==> config.mk <==
export PLATFORM = sky130hd
export DESIGN_NAME = fetch_prefetch_unit
export DESIGN_NICKNAME = d
export VERILOG_FILES = /design/src/rtl/fetch_prefetch_unit.sv
export SDC_FILE = /design/constraint.sdc
export NUM_CORES = 1
export LEC_CHECK = 0
export CORE_MARGIN = 5
export CORE_UTILIZATION = 28
export CTS_BUF_LIST = sky130_fd_sc_hd__clkbuf_4 sky130_fd_sc_hd__clkbuf_8
export CTS_CLUSTER_DIAMETER = 30
export DETAILED_ROUTE_END_ITERATION = 16
export PLACE_DENSITY = 0.67
export SYNTH_ARGS = -nofsm -noshare
export SYNTH_HDL_FRONTEND = slang
export SYNTH_SLANG_ARGS = --single-unit
==> constraint.sdc <==
create_clock -name clk -period 5 [get_ports clk]
set_input_delay 1 -clock clk [delete_from_list [all_inputs] [get_ports clk]]
set_output_delay 1 -clock clk [all_outputs]
set_load 0.02 [all_outputs]
==> src/rtl/fetch_prefetch_unit.sv <==
// fetch_prefetch_unit: ICCM fetch front end with prefetch FIFO, redirect squash and loader/BIST port muxing.
// Defining FETCH_PERF_CNT_EN adds the perf_stall_cnt/perf_flush_cnt counters.
module fetch_prefetch_unit #(
   parameter int ADDR_WIDTH = 11,
   parameter int DATA_WIDTH = 32,
   parameter int FIFO_DEPTH = 4,
   parameter logic [ADDR_WIDTH-1:0] RESET_PC = '0
) (
   input  logic                  clk,
   input  logic                  rst_n,
   input  logic                  redirect_valid,
   input  logic [ADDR_WIDTH-1:0] redirect_addr,
   output logic                  inst_valid,
   input  logic                  inst_ready,
   output logic [DATA_WIDTH-1:0] inst_data,
   output logic [ADDR_WIDTH-1:0] inst_pc,
   input  logic                  cntlr_wr,
   input  logic [ADDR_WIDTH-1:0] cntlr_waddr,
   input  logic [DATA_WIDTH-1:0] cntlr_wr_data,
   input  logic                  bist_en,
   input  logic                  bist_rd,
   input  logic [ADDR_WIDTH-1:0] bist_raddr,
   input  logic                  bist_wr,
   input  logic [ADDR_WIDTH-1:0] bist_waddr,
   input  logic [DATA_WIDTH-1:0] bist_wr_data,
   output logic [DATA_WIDTH-1:0] bist_rd_data,
   output logic                  bist_rd_valid,
   output logic                  mem_rd,
   output logic [ADDR_WIDTH-1:0] mem_rd_addr,
   input  logic [DATA_WIDTH-1:0] mem_rd_data,
   output logic                  mem_wr,
   output logic [ADDR_WIDTH-1:0] mem_wr_addr,
`ifdef FETCH_PERF_CNT_EN
   output logic [DATA_WIDTH-1:0] mem_wr_data,
   output logic [31:0]           perf_stall_cnt,
   output logic [15:0]           perf_flush_cnt
`else
   output logic [DATA_WIDTH-1:0] mem_wr_data
`endif
);
   localparam int PW = $clog2(FIFO_DEPTH);
   localparam logic [PW:0] DEPTH = (PW+1)'(FIFO_DEPTH);
   localparam logic [1:0] S_BOOT = 2'd0;
   localparam logic [1:0] S_RUN  = 2'd1;
   localparam logic [1:0] S_BIST = 2'd2;
   logic [1:0]            state;
   logic [ADDR_WIDTH-1:0] pc;
   logic [ADDR_WIDTH-1:0] inflight_pc;
   logic                  inflight;
   logic                  inflight_epoch;
   logic                  epoch;
   logic [DATA_WIDTH-1:0] fifo_data [FIFO_DEPTH];
   logic [ADDR_WIDTH-1:0] fifo_pc [FIFO_DEPTH];
   logic [PW-1:0]         rd_ptr;
   logic [PW-1:0]         wr_ptr;
   logic [PW:0]           count;
   logic                  run;
   logic                  bist;
   logic                  redirect;
   logic                  flush;
   logic                  issue;
   logic                  push;
   logic                  pop;
   assign run      = state == S_RUN;
   assign bist     = state == S_BIST;
   assign redirect = run & redirect_valid;
   assign flush    = redirect | bist_en;
   // Credit counts the in-flight read so a returning word always has a free slot
   assign issue    = run & ~cntlr_wr & ~redirect_valid & ((count + {{PW{1'b0}}, inflight}) < DEPTH);
   // Epoch tag squashes a read that was issued before the most recent redirect
   assign push     = run & inflight & (inflight_epoch == epoch) & ~flush;
   assign inst_valid = run & (count != '0);
   assign pop      = inst_valid & inst_ready & ~flush;
   assign inst_data = fifo_data[rd_ptr];
   assign inst_pc   = fifo_pc[rd_ptr];
   assign bist_rd_data = mem_rd_data;
   always_comb begin
      mem_rd      = bist ? bist_rd : issue;
      mem_rd_addr = bist ? bist_raddr : pc;
      mem_wr      = bist ? bist_wr : cntlr_wr;
      mem_wr_addr = bist ? bist_waddr : cntlr_waddr;
      mem_wr_data = bist ? bist_wr_data : cntlr_wr_data;
   end
   always_ff @(posedge clk) begin
      if (!rst_n) begin
         state          <= S_BOOT;
         pc             <= RESET_PC;
         inflight       <= 1'b0;
         inflight_epoch <= 1'b0;
         inflight_pc    <= RESET_PC;
         epoch          <= 1'b0;
         bist_rd_valid  <= 1'b0;
         rd_ptr         <= '0;
         wr_ptr         <= '0;
         count          <= '0;
      end else begin
         state          <= bist_en ? S_BIST : (bist ? S_BOOT : S_RUN);
         pc             <= bist ? RESET_PC : redirect ? redirect_addr : issue ? pc + 1'b1 : pc;
         inflight       <= issue;
         inflight_epoch <= epoch;
         inflight_pc    <= pc;
         epoch          <= epoch ^ redirect;
         bist_rd_valid  <= bist_rd;
         rd_ptr         <= flush ? '0 : rd_ptr + PW'(pop);
         wr_ptr         <= flush ? '0 : wr_ptr + PW'(push);
         count          <= flush ? '0 : count + (PW+1)'(push) - (PW+1)'(pop);
      end
   end
   always_ff @(posedge clk) begin
      if (push) begin
         fifo_data[wr_ptr] <= mem_rd_data;
         fifo_pc[wr_ptr]   <= inflight_pc;
      end
   end
   always_ff @(posedge clk) begin
      if (rst_n && push) assert (count != DEPTH);
   end
`ifdef FETCH_PERF_CNT_EN
   always_ff @(posedge clk) begin
      if (!rst_n) begin
         perf_stall_cnt <= '0;
         perf_flush_cnt <= '0;
      end else begin
         if (run & inst_ready & ~inst_valid & ~&perf_stall_cnt) perf_stall_cnt <= perf_stall_cnt + 1'b1;
         if (redirect & ~&perf_flush_cnt) perf_flush_cnt <= perf_flush_cnt + 1'b1;
      end
   end
`endif
endmodule

---- Word-level counts from Yosys, hierarchy flattened ----
Memory sizes are Yosys's and may differ from the RTL's. A register that Yosys moved wholly into a read port is not among the register bits.
Cells that the tools add are included.
word-level totals
  bits in registers ....................... 35
  memory bits (writable) .................. 172
  input bits .............................. 148
  output and inout port bits .............. 133
  memories kept ........................... 2
operators by class
  add/subtract/negate cells ............... 6
  magnitude comparators ................... 1
  equality and inequality tests ........... 3
  multiplexer cells ....................... 13
  bitwise operators ....................... 16
  reductions and logical operators ........ 5
memory list
  name       words  bits a word  read ports  clocked after Yosys merged registers in  write ports  line  RTL
  fifo_data  4      32           1           1                                        1            52    logic [DATA_WIDTH-1:0] fifo_data [FIFO_DEPTH];
  fifo_pc    4      11           1           1                                        1            53    logic [ADDR_WIDTH-1:0] fifo_pc [FIFO_DEPTH];
operators by type and width
  kind                                                              number
  11-bit 2-to-1 mux                                                 4
  32-bit 2-to-1 mux                                                 1
  11-bit by 1-bit adder with 11-bit output (second input constant)  1
  1-bit bitwise AND                                                 10
  3-bit by 1-bit adder with 3-bit output                            2
  2-bit 2-to-1 mux                                                  3
  2-bit OR reduction                                                3
  1-bit 2-to-1 mux                                                  5
  2-bit by 1-bit adder with 2-bit output                            2
  1-bit NOT                                                         4
  3-bit less-than comparator (second input constant)                1
  3-bit nonzero test                                                1
  3-bit by 1-bit subtractor with 3-bit output                       1
  2-bit by 1-bit == test with 1-bit output (second input constant)  1
  2-bit == test (second input constant)                             1
  2-bit nonzero test                                                1
  1-bit == test                                                     1
  1-bit OR                                                          1
  1-bit bitwise XOR                                                 1

---- Longest topological paths before layout ----
  depth after elaboration ................. 7
  depth in mapped cells ................... 11
  depth with buffers taken out ............ 10

---- Worst setup path after synthesis ----
OpenSTA, ideal clock, no wires.
  path kind ............................... input-to-reg
  from .................................... input bist_en
  to ...................................... memory fifo_data[0][0] (enable)
  setup time .............................. 0.506 ns
  data arrival time ....................... 4.734 ns
  setup slack ............................. -0.239 ns
  stages .................................. 4
  path buffers ............................ 1
  path through ............................ nor3_1 and3_1 clkbuf_1 nor3b_1
between the ends
  longest elaborated chain between the ends .. 5
RTL lines
  element                                 line  RTL
  from (decl)                             20    input logic bist_en,
  1-bit OR                                67    assign flush = redirect | bist_en;
  1-bit NOT                               71    assign push = run & inflight & (inflight_epoch == epoch) & ~flush;
  1-bit bitwise AND                       71
  1-bit 2-to-1 mux                        110   if (push) begin
  1-bit 2-to-1 mux (implied by the code)  111   fifo_data[wr_ptr] <= mem_rd_data;
  to (decl)                               52
Every way passes these cells.

---- Worst setup path after layout ----
  from .................................... register state[1]
  to ...................................... output mem_wr_data[6]
between the ends
  longest elaborated chain between the ends .. 2
RTL lines
  element                 line  RTL
  from (decl)             46    logic [1:0] state;
  from (signal assigned)  97    state <= bist_en ? S_BIST : (bist ? S_BOOT : S_RUN);
  2-bit == test           65    assign bist = state == S_BIST;
  32-bit 2-to-1 mux       82    mem_wr_data = bist ? bist_wr_data : cntlr_wr_data;
  to (decl)               38    output logic [DATA_WIDTH-1:0] mem_wr_data
Every way passes these cells.

==> impl_results.md <==
- Status: complete, no violations
- Initial antenna violation count: 1
- Setup Fix Bufs, Post-CTS: 0
- Post-synthesis mux area share: 18.4%
- Simple-gate share of the synthesized area: 5.09%
- Part of the power in registers: 45.3%
- Core Rows: 64
- DP HPWL: 15,000 microns
- Synth Area in Adders: 0.673%
- Final min period: 3.99 ns
- Synthesized cell area: 8550 sq um
- ANT nets after route: 0
- Final worst path period share: 79.8%
- Synthesized Nets: 628
- Port Buffers: 280
- Die W: 185 microns
- Largest net degree at the start of global routing: 46
- Layout cells sized above 1: 25.0%
- Synthesis Warnings: 0
- RSZ-0062 raised after global routing: no
- Post-synth cell types: 35
- Final nets: 910
- CTS tree: built
- Synthesized flop and latch total: 207
- Starting DRT DRC Count: 182
- Highest Clock Rate: 251 MHz
- H-tree depth: 2
- Layout area overhead: 47.3%
- Mapped Cells: 476
- DRC: 0
- Die height: 185 microns
- Crit path max fanout: 37
- Combinational share of power: 8.8%
- Starting density of the core: 28.2%
- Most common cell after layout, fill and taps aside: clkdlybuf4s50_1
- TritonCTS Buffers: 45
- Setup violators final: 0
- Slew @ Worst Pin: 0.955 ns
- Leakage: 4.14 nW
- Final WS setup: 1.01 ns
- Setup TNS: 0 ns
- Worst vdd ir: 161 uV
- WL final: 21,200 microns
- Commonest cells after routing, fill and taps aside: clkdlybuf4s50_1 (280), edfxtp_1 (172), mux2_2 (54), clkbuf_8 (46), mux4_2 (43)
- Worst EP required: 4.00 ns
- Synth Area in Compound Gates: 1.36%
- Routed length per instance: 17.8 microns
- Vias per cell: 4.38
- First-pass GRT wire length: 31,800 microns
- Gr usage total: 12.1%
- Worst Hold Class: flop to flop
- Max-cap violations: 0
- Routed via count: 5,205
- Total gr overflow: 0
- Clk root buf: clkbuf_8
- Pre-antenna DRT Iters: 4
- Clk pin slew, worst setup/hold paths: 0.06 ns
- Vias in the first global route: 5,798
- Total die area: 34,100 sq um
- P_int: 3.24 mW
- Hold_buf cts: 0
- Largest family of logic cells by synthesized area: multiplexers
- Dpl ws: 1.20 ns
- # diodes: 0
- Worst setup SP type: flop
- Core ar.: 30,300 sq um
- CTS max path bufs: 3
- Max Clock Skew: 0.0310 ns
- Synth Area in XOR/XNOR: 1.84%
- Crit path capture type: output port
- Top Ports: 281
- Final Hold Viols: 0
- Net Sw Frac: 22.0%
- Clock latency on the worst-skew pair: 0.54 ns
- Clk pwr share: 45.9%
- Sequential area share after synthesis: 68.6%
- Post-CTS sizing: 0
- Slew HR: 36.3%
- Clock Sinks: 207
- Fin. max-slew vios: 0
- GP Congestion: 0.734
- Arr. time, crit path: 2.99 ns
- Sw power: 910 uW
- Worst Setup Path Type: flop to output port
- Mapped Avg Cell Area: 18.0 sq um
- PD cells: 329 nW/um^2
## logic make-up (layout without fill, tap and decap cells)
group,after synthesis,after routing
AND/OR/NAND/NOR,79,79
multiplexers,97,97
adder cells (fa/ha/maj),4,4
buffers and inverters,56,373
XOR/XNOR,18,18
flip-flops,207,207
AO/OA/AOI/OAI,15,15
## final cells by class
type                       instances  area [sq um]
fill                            2749         17800
timing repair buffer             289          2870
tap                              396           495
clock buffer                      54           693
multi-input combinational        213          2380
inverter                           2          7.51
sequential                       207          5870
clock inverter                    28           282
## power groups by stage
| stage | clock (mW) | combinational (mW) | sequential [mW] |
|---|---|---|---|
| after floorplan | 0 | 0.150 | 1.91 |
| after global placement | 0 | 0.368 | 1.91 |
| after detailed placement | 0 | 0.370 | 1.91 |
| after CTS | 1.96 | 0.373 | 1.88 |
| after global routing | 2.07 | 0.388 | 1.88 |
| final | 1.90 | 0.367 | 1.88 |
## cells in the mapped netlist
cell	number	share of area [%]
and3_1	5	0.37
nor4b_4	1	0.28
xor2_1	5	0.51
xnor2_1	13	1.3
nor2_1	22	0.97
nand3b_1	1	0.088
a211oi_2	1	0.15
and2_1	16	1.2
nor4_4	1	0.25
inv_1	2	0.088
nor3_1	6	0.35
mux4_2	43	11
buf_2	9	0.53
edfxtp_1	172	60
nand2b_1	2	0.15
nor3_2	1	0.12
buf_4	32	2.8
nand3_1	4	0.23
nor2b_1	2	0.15
nand2_1	14	0.61
mux2_2	54	7.1
and4_1	2	0.20
nand4_1	1	0.073
a311oi_1	1	0.10
dfxtp_1	35	8.2
o21a_1	1	0.088
a31oi_1	1	0.073
buf_1	2	0.088
ha_1	3	0.44
nor3b_1	1	0.088
o21ai_2	1	0.10
o21ai_0	1	0.058
a211oi_1	9	0.79
fa_1	1	0.23
clkbuf_1	11	0.48
## registers in the layout, summed over array words and instances, names as in the netlist
register        count
inflight_epoch      1
pc                 11
inflight_pc        11
fifo_data         128
fifo_pc            44
epoch               1
state               2
inflight            1
bist_rd_valid       1
wr_ptr              2
rd_ptr              2
count               3
## layer usage
metal / vias to the layer above / wire [microns] / track usage, %
li1: 2401 / - / -
met1: 2534 / 7850 / 13.3
met2: 242 / 11100 / 22.1
met3: 28 / 1880 / 4.46
met4: 0 / 316 / 3.20
met5: - / 0 / 0
## path summary, 6_finish.rpt
path	start	to	slack, ns	cells after the start
worst max-delay path	state[1]	mem_wr_data[6]	1.01	4
worst min-delay path	inflight_pc[8]	fifo_pc[2][8]	0.48	0
worst min register to register	inflight_pc[8]	fifo_pc[2][8]	0.48	0
worst max register to register	state[1]	count[2]	2.44	11
## worst max-delay path, stage by stage (launching register included)
cell             delay [ns]
dfxtp_1                0.40
nor2b_4                0.56
buf_4                  0.50
mux2_2                 0.39
clkdlybuf4s50_1        0.59
## through the flow
| step | cell area [sq um] | std cells | total power [mW] | utilization [%] | hold slack [ns] |
|---|---|---|---|---|---|
| 6_report | 12600 | 1189 | 4.15 | 41.5 | 0.485 |
| 5_1_grt | 12600 | 1189 | 4.33 | 41.5 | 0.496 |
| 4_1_cts | 12600 | 1189 | 4.22 | 41.5 | 0.485 |
| 3_5_place_dp | 11600 | 1107 | 2.28 | 38.3 | 0.472 |
| 3_3_place_gp | 11600 | 1107 | 2.28 | 38.3 | 0.452 |
| 2_1_floorplan | 8560 | 476 | 2.06 | - | 0.438 |
Power figures use the tool's default switching activity.
==> RTL edit 1: new RTL, same settings <==
Build with the macro `FETCH_PERF_CNT_EN` defined.
--- a/src/rtl/fetch_prefetch_unit.sv
+++ b/src/rtl/fetch_prefetch_unit.sv
@@ -1,4 +1,6 @@
 // fetch_prefetch_unit: ICCM fetch front end with prefetch FIFO, redirect squash and loader/BIST port muxing.
 // Defining FETCH_PERF_CNT_EN adds the perf_stall_cnt/perf_flush_cnt counters.
+`define FETCH_PERF_CNT_EN
+
 module fetch_prefetch_unit #(
    parameter int ADDR_WIDTH = 11,
Formal check against the unedited RTL (old outputs only; new: perf_flush_cnt and perf_stall_cnt): equivalent (Yosys induction, for registers that start in step).
==> RTL edit 1 against the original RTL <==
  * Total power is 31% higher
  * Count of clock-buffer cells in the layout is 18 higher
  * Wire length is 40% higher
  * Worst setup slack worse by 0.078 ns
  * Utilization hardly changed
  * Sequential cell count is 48 higher
  * Area after synthesis is 29% higher
  * Largest power group unchanged
  * Cell area is 28% higher
==> RTL edit 1: results (changes against the original RTL) <==
Post CTS Setup Buffer Count=0 (unchanged); TritonCTS Buffers=56 (+24%); vias per cell=4.582 (+4.7%); placed cell areas=14680 um^2 (+26%); WS Path Type=reg -> out; status=finished, final reports clean; worst vdd ir=0.2043 mV (+27%); Yosys cell types=55 (+57%); first-pass GRT wire length=45550 um (+43%); clock root buffer=clkbuf_8; worst-margin pin slew=1.096 ns (+0.1406 ns); Layout fillers=3619 (+32%); Synth Area in Adders=0.7504% (+0.077 points); LEAKAGE=0.005328 uW (+29%); RR Startpoint=state[1]; dominant synthesized flop cell=edfxtp_1; Largest regs=fifo_data (128), fifo_pc (44), perf_stall_cnt (32); most frequent cells after synthesis=edfxtp_1, dfxtp_1, mux2_2, nor2_1, mux4_2; ranking of synthesized cells by area=edfxtp_1, dfxtp_1, mux4_2, mux2_2, buf_4; Min-Delay Startpoint=inflight_pc[3]; mux share of post-synthesis cell area=15.52% (-2.9 points); Max Fanout on Critical Path=39 (+5.4%); H-tree levels=2 (unchanged); Fin. Hold Viols=0 (unchanged); number of synthesized flops with an enable pin=172 (unchanged); clock latency on the worst-skew pair=0.60 ns (+0.06 ns); First-pass DRT Iterations=4 (unchanged); DRT iter0 DRCs=247 (+36%); clock buffer depth=3 (unchanged); Final nets=1246 (+37%); synthesized net count=912 (+45%); Synth Register Bits=255 (+23%); XOR/XNOR Fraction of Synth Area=2.786% (+0.94 points); R2R Setup Slk=2.51 ns (+0.07 ns); port bufs=328 (+17%); post-DP HPWL=20700 um (+38%); WHS Path Cells=0 (unchanged); Hold EP=fifo_pc[1][3]; clock slew seen by the registers of the worst setup and hold paths=0.06 ns (about the same); share of cells above drive strength 1=20.26% (-4.7 points); reg-to-reg critical path endpoint=count[2]; final wirelength=29590 um (+40%); crit path to=mem_wr_data[8]; crit path DAT=3.07 ns (+0.08 ns); GP Congestion=0.7779 (+6.0%); worst hold path type=reg -> reg; Synth Area in Compound Gates=3.707% (+2.3 points); Tot GR Track Use=13.17% (+1.0 points); sequential area share after synthesis=62.04% (-6.6 points); vias in the first global route=8065 (+39%); Layout Skew=0.04110 ns (+0.01005 ns); asr flop ratio synth=0% (unchanged); Worst path max stage delay=0.55 ns (-0.04 ns); initial antenna violation count=0 (-1)
==> RTL edit 1: cell count changes in the layout (fill, tap and decap cells not counted), sizes merged, moves of 13 or more <==
cell,change
clkdlybuf4s50,+47
nand3,+21
nand4,+19
nand2b,+14
a21oi,+13
dfxtp,+48
nand2,+22
clkbuf,+18
nor2,+24
==> RTL edit 1: through the flow <==
stage | hold WS (ns) | setup WS [ns] | cells
after floorplan | 0.4383 | 1.133 | 758
after global placement | 0.4487 | 1.025 | 1552
after detailed placement | 0.4697 | 0.9674 | 1552
after CTS | 0.4753 | 0.8466 | 1653
after global routing | 0.4990 | 0.7428 | 1653
final | 0.4751 | 0.9322 | 1654
==> RTL edit 1: power breakdown <==
part	internal (uW)	leakage, uW	switching [uW]	total, uW
clock	1830	0.000700	953	2790
combinational	225	0.00244	163	388
sequential	2250	0.00219	11.9	2270
total	4310	0.00533	1130	5440
==> RTL edit 1: area by class of cell <==
| class | instances | area (um^2) | area share [%] |
|---|---|---|---|
| tap | 518 | 648.1 | 4.030 |
| clock buffer | 72 | 915.9 | 5.695 |
| inverter | 7 | 26.28 | 0.1634 |
| sequential | 255 | 6832 | 42.48 |
| clock inverter | 29 | 485.5 | 3.019 |
| antenna | 1 | 2.502 | 0.01556 |
| multi-input combinational | 432 | 3804 | 23.65 |
| timing repair buffer | 340 | 3368 | 20.94 |
==> RTL edit 1: metal layers <==
metal / vias up / wire (um) / track usage (%)
met2: 287 / 14280 / 22.05
met4: 0 / 517 / 4.122
met3: 38 / 2631 / 5.438
li1: 3584 / - / -
met5: - / 0 / 0
met1: 3669 / 12150 / 15.47
==> RTL edit 1: critical path: cells and delay by family, from the launching register on <==
family / cells / cell delay (ns)
buffers and inverters: 2 / 1.06
and+or+nand+nor: 1 / 0.51
DFF: 1 / 0.46
muxes: 1 / 0.41
==> RTL edit 2: new RTL, config.mk and constraints unchanged <==
Made on the original files. `FIFO_DEPTH`: 4 -> 2.
--- a/src/rtl/fetch_prefetch_unit.sv
+++ b/src/rtl/fetch_prefetch_unit.sv
@@ -4,5 +4,5 @@
    parameter int ADDR_WIDTH = 11,
    parameter int DATA_WIDTH = 32,
-   parameter int FIFO_DEPTH = 4,
+   parameter int FIFO_DEPTH = 2,
    parameter logic [ADDR_WIDTH-1:0] RESET_PC = '0
 ) (
Check against the original RTL: not equivalent (a bounded check fails within 4 cycles, from zero or initial values and one cycle with rst_n low).
==> RTL edit 2 against the original RTL <==
  * Total power shrank 42%
  * Sequential cell count shrank 89
  * Wire length shrank 28%
  * Register-to-register slack gained 0.36 ns
  * Clock skew shrank 0.021 ns
  * Area after synthesis shrank 38%
  * Worst setup slack lost 0.063 ns
  * Synthesized cell count shrank 22%
  * Count of clock-buffer cells in the layout shrank 35
  * Cell area shrank 32%
  * Utilization grew 4.5 points
  * Critical path type is now in -> out
  * Largest cell class unchanged
==> RTL edit 2: results (changes against the original RTL) <==
status=finished, final reports clean; Seq area share=37.48% (-9.1 points); crit path DAT=3.05 ns (+0.06 ns); Layout Skew=0.01017 ns (-0.02088 ns); comb_multi_in=200 (-6.1%); synthesized net count=524 (-17%); multi-input combinational area share=20.97% (+2.1 points); LEAKAGE=0.003026 uW (-27%); vias in the first global route=4212 (-27%); number of synthesized flops with an enable pin=86 (-50%); Layout fillers=1624 (-41%); dpl cells=837 (-24%); Vias=3913 (-25%); Int Power=1849 uW (-43%); first-pass GRT wire length=22510 um (-29%); Finished Layout Cells=869 (-27%); Pwr Density=278.0 nW/um^2 (-16%); Clock power frac=40.5% (-5.4 points); Tot GR Track Use=13.34% (+1.2 points); share of cells above drive strength 1=21.42% (-3.6 points); inverter count=4 (+2); post-DP HPWL=11740 um (-22%); Max Fanout on Critical Path=7 (-81%); worst vdd ir=0.1153 mV (-28%); clock latency on the worst-skew pair=0.43 ns (-0.11 ns)
-- RTL edit 2: cell count changes after synthesis, moves of 6 or more --
cell / unedited run / this run
a211oi_1: 9 / 1
a21oi_1: 0 / 8
buf_1: 2 / 8
buf_2: 9 / 2
edfxtp_1: 172 / 86
mux2_2: 54 / 97
mux4_2: 43 / 0
nand2_1: 14 / 5
nor2_1: 22 / 9
nor3_1: 6 / 0
o21ai_0: 1 / 12
xnor2_1: 13 / 5
-- RTL edit 2: critical path: cells and delay by family --
kind / cells / cell delay [ns]
AND/OR/NAND/NOR: 1 / 0.51
buffers and inverters: 2 / 1.12
AO/OA/AOI/OAI: 2 / 0.42
-- RTL edit 2: cells by family after synthesis --
kind of cell,Yosys count,share of synthesized area [%]
adder cells (fa/ha/maj),5,1.172
AO/OA/AOI/OAI,35,4.150
multiplexers,98,20.66
flip-flops,118,60.40
AND/OR/NAND/NOR,51,5.791
buffers and inverters,53,6.026
XOR/XNOR,11,1.805
-- RTL edit 2: metal layers --
layer | vias to the layer above | GRT usage [%] | share of wire, %
met5 | - | 0 | 0
li1 | 1859 | - | -
met1 | 1809 | 14.14 | 38
met4 | 0 | 3.834 | 1.4
met2 | 229 | 24.46 | 51
met3 | 16 | 5.302 | 10
-- RTL edit 2: worst paths after layout --
kind	startpoint	slack (ns)	endpoint	depth (start not counted)
hold reg to reg	inflight_pc[4]	0.43	fifo_pc[1][4]	0
hold / removal	inflight_pc[4]	0.43	fifo_pc[1][4]	0
setup reg to reg	state[1]	2.80	fifo_pc[1][8]	5
setup / recovery	redirect_valid	0.95	mem_rd	5
